File: src/rtl/if_fetch_if.sv
// if_fetch_if: fetch-stage bundle covering the memory port, the EX redirect and the decoder handoff.
interface if_fetch_if #(
   parameter int XLEN = 32
) ();
   logic            mem_req;
   logic [XLEN-1:0] mem_addr;
   logic            mem_ack;
   logic [XLEN-1:0] mem_rdata;
   logic            redirect_valid;
   logic [XLEN-1:0] redirect_pc;
   logic            id_ready;
   logic            inst_valid;
   logic [XLEN-1:0] inst;
   logic [XLEN-1:0] inst_pc;
   modport master (
      output mem_req, mem_addr, inst_valid, inst, inst_pc,
      input  mem_ack, mem_rdata, redirect_valid, redirect_pc, id_ready
   );
   modport slave (
      input  mem_req, mem_addr, inst_valid, inst, inst_pc,
      output mem_ack, mem_rdata, redirect_valid, redirect_pc, id_ready
   );
endinterface

File: src/rtl/if_fetch.sv
// if_fetch: RV32I fetch stage; owns the PC, keeps one word fetch in flight and
// buffers returned words with their PC in a 2-entry FIFO for the decoder.
module if_fetch #(
   parameter int              XLEN     = 32,
   parameter logic [XLEN-1:0] RESET_PC = '0
) (
   input  logic       clk,
   input  logic       rst_n,
   if_fetch_if.master bus_io
);
   typedef enum logic [1:0] {S_IDLE, S_REQ, S_KILL} state_t;
   localparam logic [XLEN-1:0] NOP = XLEN'(32'h13);
   state_t          state_q, state_d;
   logic [XLEN-1:0] pc_q, pc_d, addr_q, addr_d;
   logic [XLEN-1:0] inst_q [2];
   logic [XLEN-1:0] ipc_q [2];
   logic            rd_q, rd_d, wr_q, wr_d;
   logic [1:0]      cnt_q, cnt_d, occ;
   logic            push, pop, redir;
   always_comb begin
      redir  = bus_io.redirect_valid;
      pop    = (cnt_q != 2'd0) && bus_io.id_ready;
      push   = (state_q == S_REQ) && bus_io.mem_ack && !redir;
      occ    = cnt_q + {1'b0, push} - {1'b0, pop};
      cnt_d  = redir ? 2'd0 : occ;
      rd_d   = redir ? 1'b0 : rd_q ^ pop;
      wr_d   = redir ? 1'b0 : wr_q ^ push;
      pc_d   = redir ? {bus_io.redirect_pc[XLEN-1:2], 2'b00} : push ? pc_q + XLEN'(4) : pc_q;
      // remember the issued address so a killed fetch keeps its bus address stable
      addr_d = (state_q == S_REQ) ? pc_q : addr_q;
   end
   always_ff @(posedge clk or negedge rst_n)
      if (!rst_n) state_q <= S_IDLE;
      else        state_q <= state_d;
   always_comb begin
      state_d = state_q;
      case (state_q)
         S_IDLE:  state_d = (!redir && cnt_d <= 2'd1) ? S_REQ : S_IDLE;
         S_REQ:   state_d = redir ? (bus_io.mem_ack ? S_IDLE : S_KILL)
                                  : (bus_io.mem_ack && occ > 2'd1) ? S_IDLE : S_REQ;
         S_KILL:  state_d = bus_io.mem_ack ? S_IDLE : S_KILL;
         default: state_d = S_IDLE;
      endcase
   end
   always_comb begin
      bus_io.mem_req    = state_q != S_IDLE;
      bus_io.mem_addr   = (state_q == S_KILL) ? addr_q : pc_q;
      bus_io.inst_valid = cnt_q != 2'd0;
      bus_io.inst       = (cnt_q != 2'd0) ? inst_q[rd_q] : NOP;
      bus_io.inst_pc    = (cnt_q != 2'd0) ? ipc_q[rd_q] : '0;
   end
   always_ff @(posedge clk or negedge rst_n)
      if (!rst_n) begin
         pc_q   <= RESET_PC;
         addr_q <= RESET_PC;
         cnt_q  <= 2'd0;
         rd_q   <= 1'b0;
         wr_q   <= 1'b0;
      end else begin
         pc_q   <= pc_d;
         addr_q <= addr_d;
         cnt_q  <= cnt_d;
         rd_q   <= rd_d;
         wr_q   <= wr_d;
      end
   always_ff @(posedge clk)
      if (push) begin
         inst_q[wr_q] <= bus_io.mem_rdata;
         ipc_q[wr_q]  <= pc_q;
      end
endmodule
File: src/flat_wrapper.sv
// flat-port wrapper written by rule: the top's interface ports become plain ports
module if_fetch_flat 
#(
   parameter int              XLEN     = 32,
   parameter logic [XLEN-1:0] RESET_PC = '0
)
  (clk, rst_n, bus_io_mem_req, bus_io_mem_addr, bus_io_inst_valid, bus_io_inst, bus_io_inst_pc, bus_io_mem_ack, bus_io_mem_rdata, bus_io_redirect_valid, bus_io_redirect_pc, bus_io_id_ready);
  if_fetch_if #(.XLEN(XLEN)) bus_io_i ();
  input  logic clk;
  input  logic rst_n;
  output wire logic [$bits(bus_io_i.mem_req)-1:0] bus_io_mem_req;
  output wire logic [$bits(bus_io_i.mem_addr)-1:0] bus_io_mem_addr;
  output wire logic [$bits(bus_io_i.inst_valid)-1:0] bus_io_inst_valid;
  output wire logic [$bits(bus_io_i.inst)-1:0] bus_io_inst;
  output wire logic [$bits(bus_io_i.inst_pc)-1:0] bus_io_inst_pc;
  input wire logic [$bits(bus_io_i.mem_ack)-1:0] bus_io_mem_ack;
  input wire logic [$bits(bus_io_i.mem_rdata)-1:0] bus_io_mem_rdata;
  input wire logic [$bits(bus_io_i.redirect_valid)-1:0] bus_io_redirect_valid;
  input wire logic [$bits(bus_io_i.redirect_pc)-1:0] bus_io_redirect_pc;
  input wire logic [$bits(bus_io_i.id_ready)-1:0] bus_io_id_ready;
  assign bus_io_mem_req = bus_io_i.mem_req;
  assign bus_io_mem_addr = bus_io_i.mem_addr;
  assign bus_io_inst_valid = bus_io_i.inst_valid;
  assign bus_io_inst = bus_io_i.inst;
  assign bus_io_inst_pc = bus_io_i.inst_pc;
  assign bus_io_i.mem_ack = bus_io_mem_ack;
  assign bus_io_i.mem_rdata = bus_io_mem_rdata;
  assign bus_io_i.redirect_valid = bus_io_redirect_valid;
  assign bus_io_i.redirect_pc = bus_io_redirect_pc;
  assign bus_io_i.id_ready = bus_io_id_ready;
  if_fetch #(.XLEN(XLEN), .RESET_PC(RESET_PC)) u_core (.clk(clk), .rst_n(rst_n), .bus_io(bus_io_i));
endmodule
File: config.mk
export PLATFORM = sky130hd
export DESIGN_NAME = if_fetch_flat
export DESIGN_NICKNAME = d
export VERILOG_FILES = /design/src/rtl/if_fetch_if.sv /design/src/rtl/if_fetch.sv /design/src/flat_wrapper.sv
export SDC_FILE = /design/constraint.sdc
export NUM_CORES = 1
export LEC_CHECK = 0
export CAP_MARGIN = 15
export CORE_MARGIN = 4
export CORE_UTILIZATION = 35
export DETAILED_ROUTE_END_ITERATION = 6
export DONT_BUFFER_PORTS = 1
export PLACE_DENSITY_LB_ADDON = 0.2
export SETUP_SLACK_MARGIN = 0.2
export SYNTH_ARGS = -nofsm -noshare
export SYNTH_HDL_FRONTEND = slang
export SYNTH_SLANG_ARGS = --single-unit
File: constraint.sdc
create_clock -name clk -period 3.5 [get_ports clk]
set_clock_uncertainty 0.2 [all_clocks]
set_input_delay 0.525 -clock clk [delete_from_list [all_inputs] [get_ports clk]]
set_output_delay 0.525 -clock clk [all_outputs]
set_load 0.01 [all_outputs]
# After elaboration in Yosys (flattened, before gate mapping)
# Memories as Yosys holds them, arrays and structs flattened.
# Index checks and enable logic that the tools add are counted.
# op_classes
n_mux	15
n_reduce_logical	10
bitwise_logic	2
n_lt_le_gt_ge	2
n_eq_ne	2
n_addsub	3
# op_table
cell	count
2-to-1 mux 32 bit	5
adder 32 x 3 -> 32 bit (second input constant)	1
2-to-1 mux 1 bit	6
2-to-1 mux 2 bit	3
case mux 2 bit (3 select lines)	1
nonzero test 2 bit	3
logical AND 1 bit	5
adder 2 x 1 -> 2 bit	1
== test 2 x 1 -> 1 bit (second input constant)	1
== test 2 bit (second input constant)	1
greater-than comparator 2 x 1 -> 1 bit (second input constant)	1
<= comparator 2 x 1 -> 1 bit (second input constant)	1
logical NOT 2 bit	1
subtractor 2 x 1 -> 2 bit	1
bitwise XOR 1 bit	2
logical NOT 1 bit	1
# totals
out_inout_bits	98
n_memories	2
regBits	70
ram_bits	128
elab_cells	42
inputBits	69
# mem_list
memory	words	word_bits	read_ports	rd_clocked_by_memory_dff	write_ports	line_no	rtl
u_core.inst_q	2	32	1	0	1	if_fetch.sv:15	logic [XLEN-1:0] inst_q [2];
u_core.ipc_q	2	32	1	0	1	if_fetch.sv:16	logic [XLEN-1:0] ipc_q [2];

# Depth between registers and ports, before layout
# depth
word_depth	10
ltp_mapped	10
depth_no_buf	10

# Worst setup path before layout
# No wires, ideal clock.
# synth_path
path_type	input port to flip-flop
from	input bus_io_redirect_valid
to	memory u_core.inst_q[1][0], enable pin
required_time_ns	2.873
setup_ns	0.427
path_slack_ns	0.225
n_path_buf	2
arrival_time_ns	2.648
cell_stages	4
cell_sequence	clkbuf_1 -> buf_1 -> nor2_1 -> ha_1
# synth_via
elab_chain_cells	4
# synth_rtl
element	line_no	rtl
start, declared	flat_wrapper.sv:18	input wire logic [$bits(bus_io_i.redirect_valid)-1:0] bus_io_redirect_valid;
logical NOT 1 bit	if_fetch.sv:23	push = (state_q == S_REQ) && bus_io.mem_ack && !redir;
logical AND 1 bit	if_fetch.sv:23	
2-to-1 mux 1 bit	if_fetch.sv:67	if (push) begin
2-to-1 mux 1 bit (not written as such)	if_fetch.sv:68	inst_q[wr_q] <= bus_io.mem_rdata;
end, declared	if_fetch.sv:15	
# Every way passes these cells.

# Worst setup path in the final report
# layout_path
from	register u_core.state_q[0]
to	output bus_io_mem_addr[25]
# layout_via
elab_chain_cells	2
# layout_rtl
element	line_no	rtl
start, declared	if_fetch.sv:13	state_t state_q, state_d;
start signal, assigned	if_fetch.sv:34	else state_q <= state_d;
== test 2 bit	if_fetch.sv:47	bus_io.mem_addr = (state_q == S_KILL) ? addr_q : pc_q;
2-to-1 mux 32 bit	if_fetch.sv:47	
end, declared	flat_wrapper.sv:12	output wire logic [$bits(bus_io_i.mem_addr)-1:0] bus_io_mem_addr;
# Every way passes these cells.

==> summary.txt <==
Worst setup path
  – CP Class: reg2out
  – CP Launch Type: flop
  – Critical-path cell list: and2b_1 -> buf_4 -> mux2_2
  – Crit path DAT: around 2 ns
  – Slowest Stage Delay on Critical Path: around 0.42 ns
  – Worst Path Required: approximately 2.8 ns
  – R2R Setup Slk: 1.07 ns
  – Largest delay contributor family on the critical path: flip-flops
  – Worst Reg2Reg Path Length in Cells: 4
  – CP max stage cell: dfrtp_1
  – Crit Path Max Fanout: 28
  – Nature of the critical path endpoint: output pin
  – R2r endpoint: u_core.pc_q[20]$_DFFE_PN0N_
  – R2r startpoint: u_core.state_q[1]$_DFF_PN0_
  – Worst Path Buf+Inv: 1

Finish
  – Commonest non-fill, non-tap cells in the layout: 124 x edfxtp_1, 111 x nand2_1, 79 x nor2_1, 65 x dfrtp_1, 63 x mux2i_1
  – N_diodes: 0
  – Area growth, synth to finish: 15.6%
  – Proportion of layout cells with a drive suffix above 1: 0.111
  – Commonest non-fill, non-tap cell in the layout: edfxtp_1
  – Layout Nets: between 700 and 800
  – Final instance area: just under 10000 sq um

CTS
  – Clk_lat worst skew: 0.43 ns
  – Clock buffer depth: 2
  – Root buffer selected by CTS: clkbuf_16
  – H-tree depth: 4
  – Clk slew on worst S/H paths: around 0.070 ns
  – CTS Sinks: 190
  – CTS tree: built
  – Setup Buffers After CTS: 0
  – CTS Buf Count: 17
  – Post_cts resized: 0

Timing
  – # setup viols final: 0
  – RSZ-0062 raised after global routing: no
  – TNS Setup: 0 ns
  – Final hold violations: 0
  – Final min period: around 2.8 ns
  – Relative slew slack: 0.276
  – Fmax: 0.361 GHz
  – Final worst-path cycle share: 0.791
  – Worst setup margin: 0.732 ns
  – Worst Max-Slew Pin Slew: between 1 and 1.5 ns
  – Count of pins over their slew limit: 0

Min path
  – Min-delay worst type: in2reg
  – Hold Path Depth: 2
  – Worst hold start: bus_io_redirect_pc[5]
  – WHS Endpoint: u_core.pc_q[5]$_DFFE_PN0N_

Global routing
  – Largest net degree at the start of global routing: 67
  – Initial antenna violation count: 0
  – Busiest grt layer: met2
  – First-pass GRT wire length: between 30000 and 40000 um
  – Gr usage total: 0.150
  – Vias in the first global route: 5270
  – Met3 Usage GRT: 0.0461
  – Met1 usage: 0.194
  – GR Overflow Total: 0
  – Grt met2 use: 0.246

Floorplan
  – I/O Pins: ~170
  – Row count: 56
  – DIE AREA: roughly 26000 sq um
  – Die width: 162 um
  – Placeable Area: 23500 sq um
  – Initial Utilization: 0.355
  – Die height: 162 um

Routing
  – Initial drt markers: a little over 400
  – DRC errors left: 0
  – Drt first pass iters: 5
  – Final WL: slightly below 20000 um
  – Antenna-violating nets left: 0
  – Vias: ~5.2k
  – DR WL/cell: ~19 um
  – Routed vias/inst: around 5.1

Outcome
  – Status: complete, no violations

Power
  – Max VDD drop: about 370 uV
  – Leak pwr: between 3 and 4 nW
  – Pwr Density: 707 nW/um^2

Logic synthesis
  – Register area share after synthesis: 0.645
  – Synth unique cells: between 40 and 50
  – Main combinational cell family by area after synthesis: simple AND/OR/NAND/NOR gates
  – Post-synth EDFFs: approximately 120
  – Async set-reset flop share out of synthesis: 0.347
  – Post-Synth XOR/XNOR Area: 0.0126
  – Warnings from Yosys: 0
  – Synth Area in Simple Gates: 0.151
  – Prevailing post-synth register cell: edfxtp_1
  – Syn Inst Count: between 600 and 700
  – Adder-Cell Fraction of Synth Area: 0.00750
  – Post-Syn Area: roughly 8300 sq um
  – Post-synthesis mux area share: 0.112
  – Seq cells post-synth: 190
  – Post-synthesis compound-gate area fraction: 0.0441
  – Mean post-synth cell area: between 10 and 15 sq um

Placed design
  – Port bufs: 0
  – HPWL Detailed: roughly 13000 um
  – DP Area: roughly 8600 sq um
  – Place WS: 1.05 ns
  – Routability cong.: 0.744

Job
  – Maxcap violations: 0
-- worst max-delay path by stage --
stage / start / end / slack, ns / depth (start not counted)
after CTS: u_core.state_q[0]$_DFF_PN0_ / bus_io_mem_addr[25] / 0.69 / 3
after detailed placement: bus_io_mem_ack / u_core.pc_q[20]$_DFFE_PN0N_ / 1.05 / 4
after global routing: u_core.state_q[0]$_DFF_PN0_ / bus_io_mem_addr[25] / 0.62 / 3
after global placement: bus_io_mem_ack / u_core.pc_q[20]$_DFFE_PN0N_ / 1.09 / 4
after floorplan: bus_io_redirect_valid / u_core.inst_q[1][0]$_DFFE_PP_ / 0.22 / 4
final: u_core.state_q[0]$_DFF_PN0_ / bus_io_mem_addr[25] / 0.73 / 3
-- cell usage after synthesis, drive strengths merged (12+ instances only) --
library cell,n,area [sq um]
o21ai,20,100
edfxtp,124,3720
dfrtp,66,1650
nor2,80,300
nand2,111,417
a31oi,13,81.3
mux2,27,304
clkbuf,25,93.8
nand4,12,126
buf,19,105
nand3,17,85.1
mux2i,63,631
-- power breakdown --
| group | internal, mW | leakage, nW | total [mW] | switching, mW |
|---|---|---|---|---|
| registers | 2.74 | 1.92 | 3.05 | 0.315 |
| clock network | 1.08 | 0.301 | 1.96 | 0.875 |
| logic | 0.615 | 1.27 | 1.81 | 1.19 |
-- stage by stage --
| stage | std cells | total power [mW] | hold slack, ns | utilization |
|---|---|---|---|---|
| CTS | 1028 | 6.94 | 0.00296 | 0.411 |
| floorplan | 678 | 4.42 | 0.0294 | - |
| finish | 1028 | 6.82 | 0.0206 | 0.411 |
| global placement | 959 | 4.83 | 0.0315 | 0.368 |
| detailed placement | 959 | 4.90 | 0.0311 | 0.368 |
| global route | 1028 | 7.24 | 0.000895 | 0.411 |
-- worst register-to-register path, cell delays in order, from the launching register on --
cell,delay (ns)
dfrtp_1,0.42
and4b_1,0.67
nand4_4,0.31
or4_1,0.58
a31oi_1,0.17
-- cell families after synthesis --
group,after synthesis
AOI/OAI and AO/OA,58
xor gates and xnor gates,12
adders and majority gates,5
buffers and inverters,53
DFF,190
muxes,90
other,1
and+or+nand+nor,266
-- cell type report --
class / count / area [sq um]
clock inverters: 12 / 121
inverters: 9 / 33.8
fillers: 2196 / 13800
well taps: 319 / 399
clock buffers: 20 / 478
flip-flops and latches: 190 / 5380
repair buffers: 43 / 470
multi-input cells: 435 / 2760
-- flip-flops by register name (all words and copies together) (netlist names) --
| signal | flops |
|---|---|
| u_core.pc_q | 30 |
| u_core.wr_q | 1 |
| u_core.rd_q | 1 |
| u_core.addr_q | 30 |
| u_core.inst_q | 64 |
| u_core.state_q | 2 |
| u_core.ipc_q | 60 |
| u_core.cnt_q | 2 |
-- layer usage --
metal / wire [um] / part of all wire
met2: 9570 / 0.48
met4: 174 / 0.0088
met5: 0 / 0
met3: 1370 / 0.069
met1: 8640 / 0.44
-- repair_timing --
item,CTS,global route
hold endpoints to repair,136,0
setup endpoints to repair,0,0
hold buffers,37,0
Power figures use the tool's default switching activity.
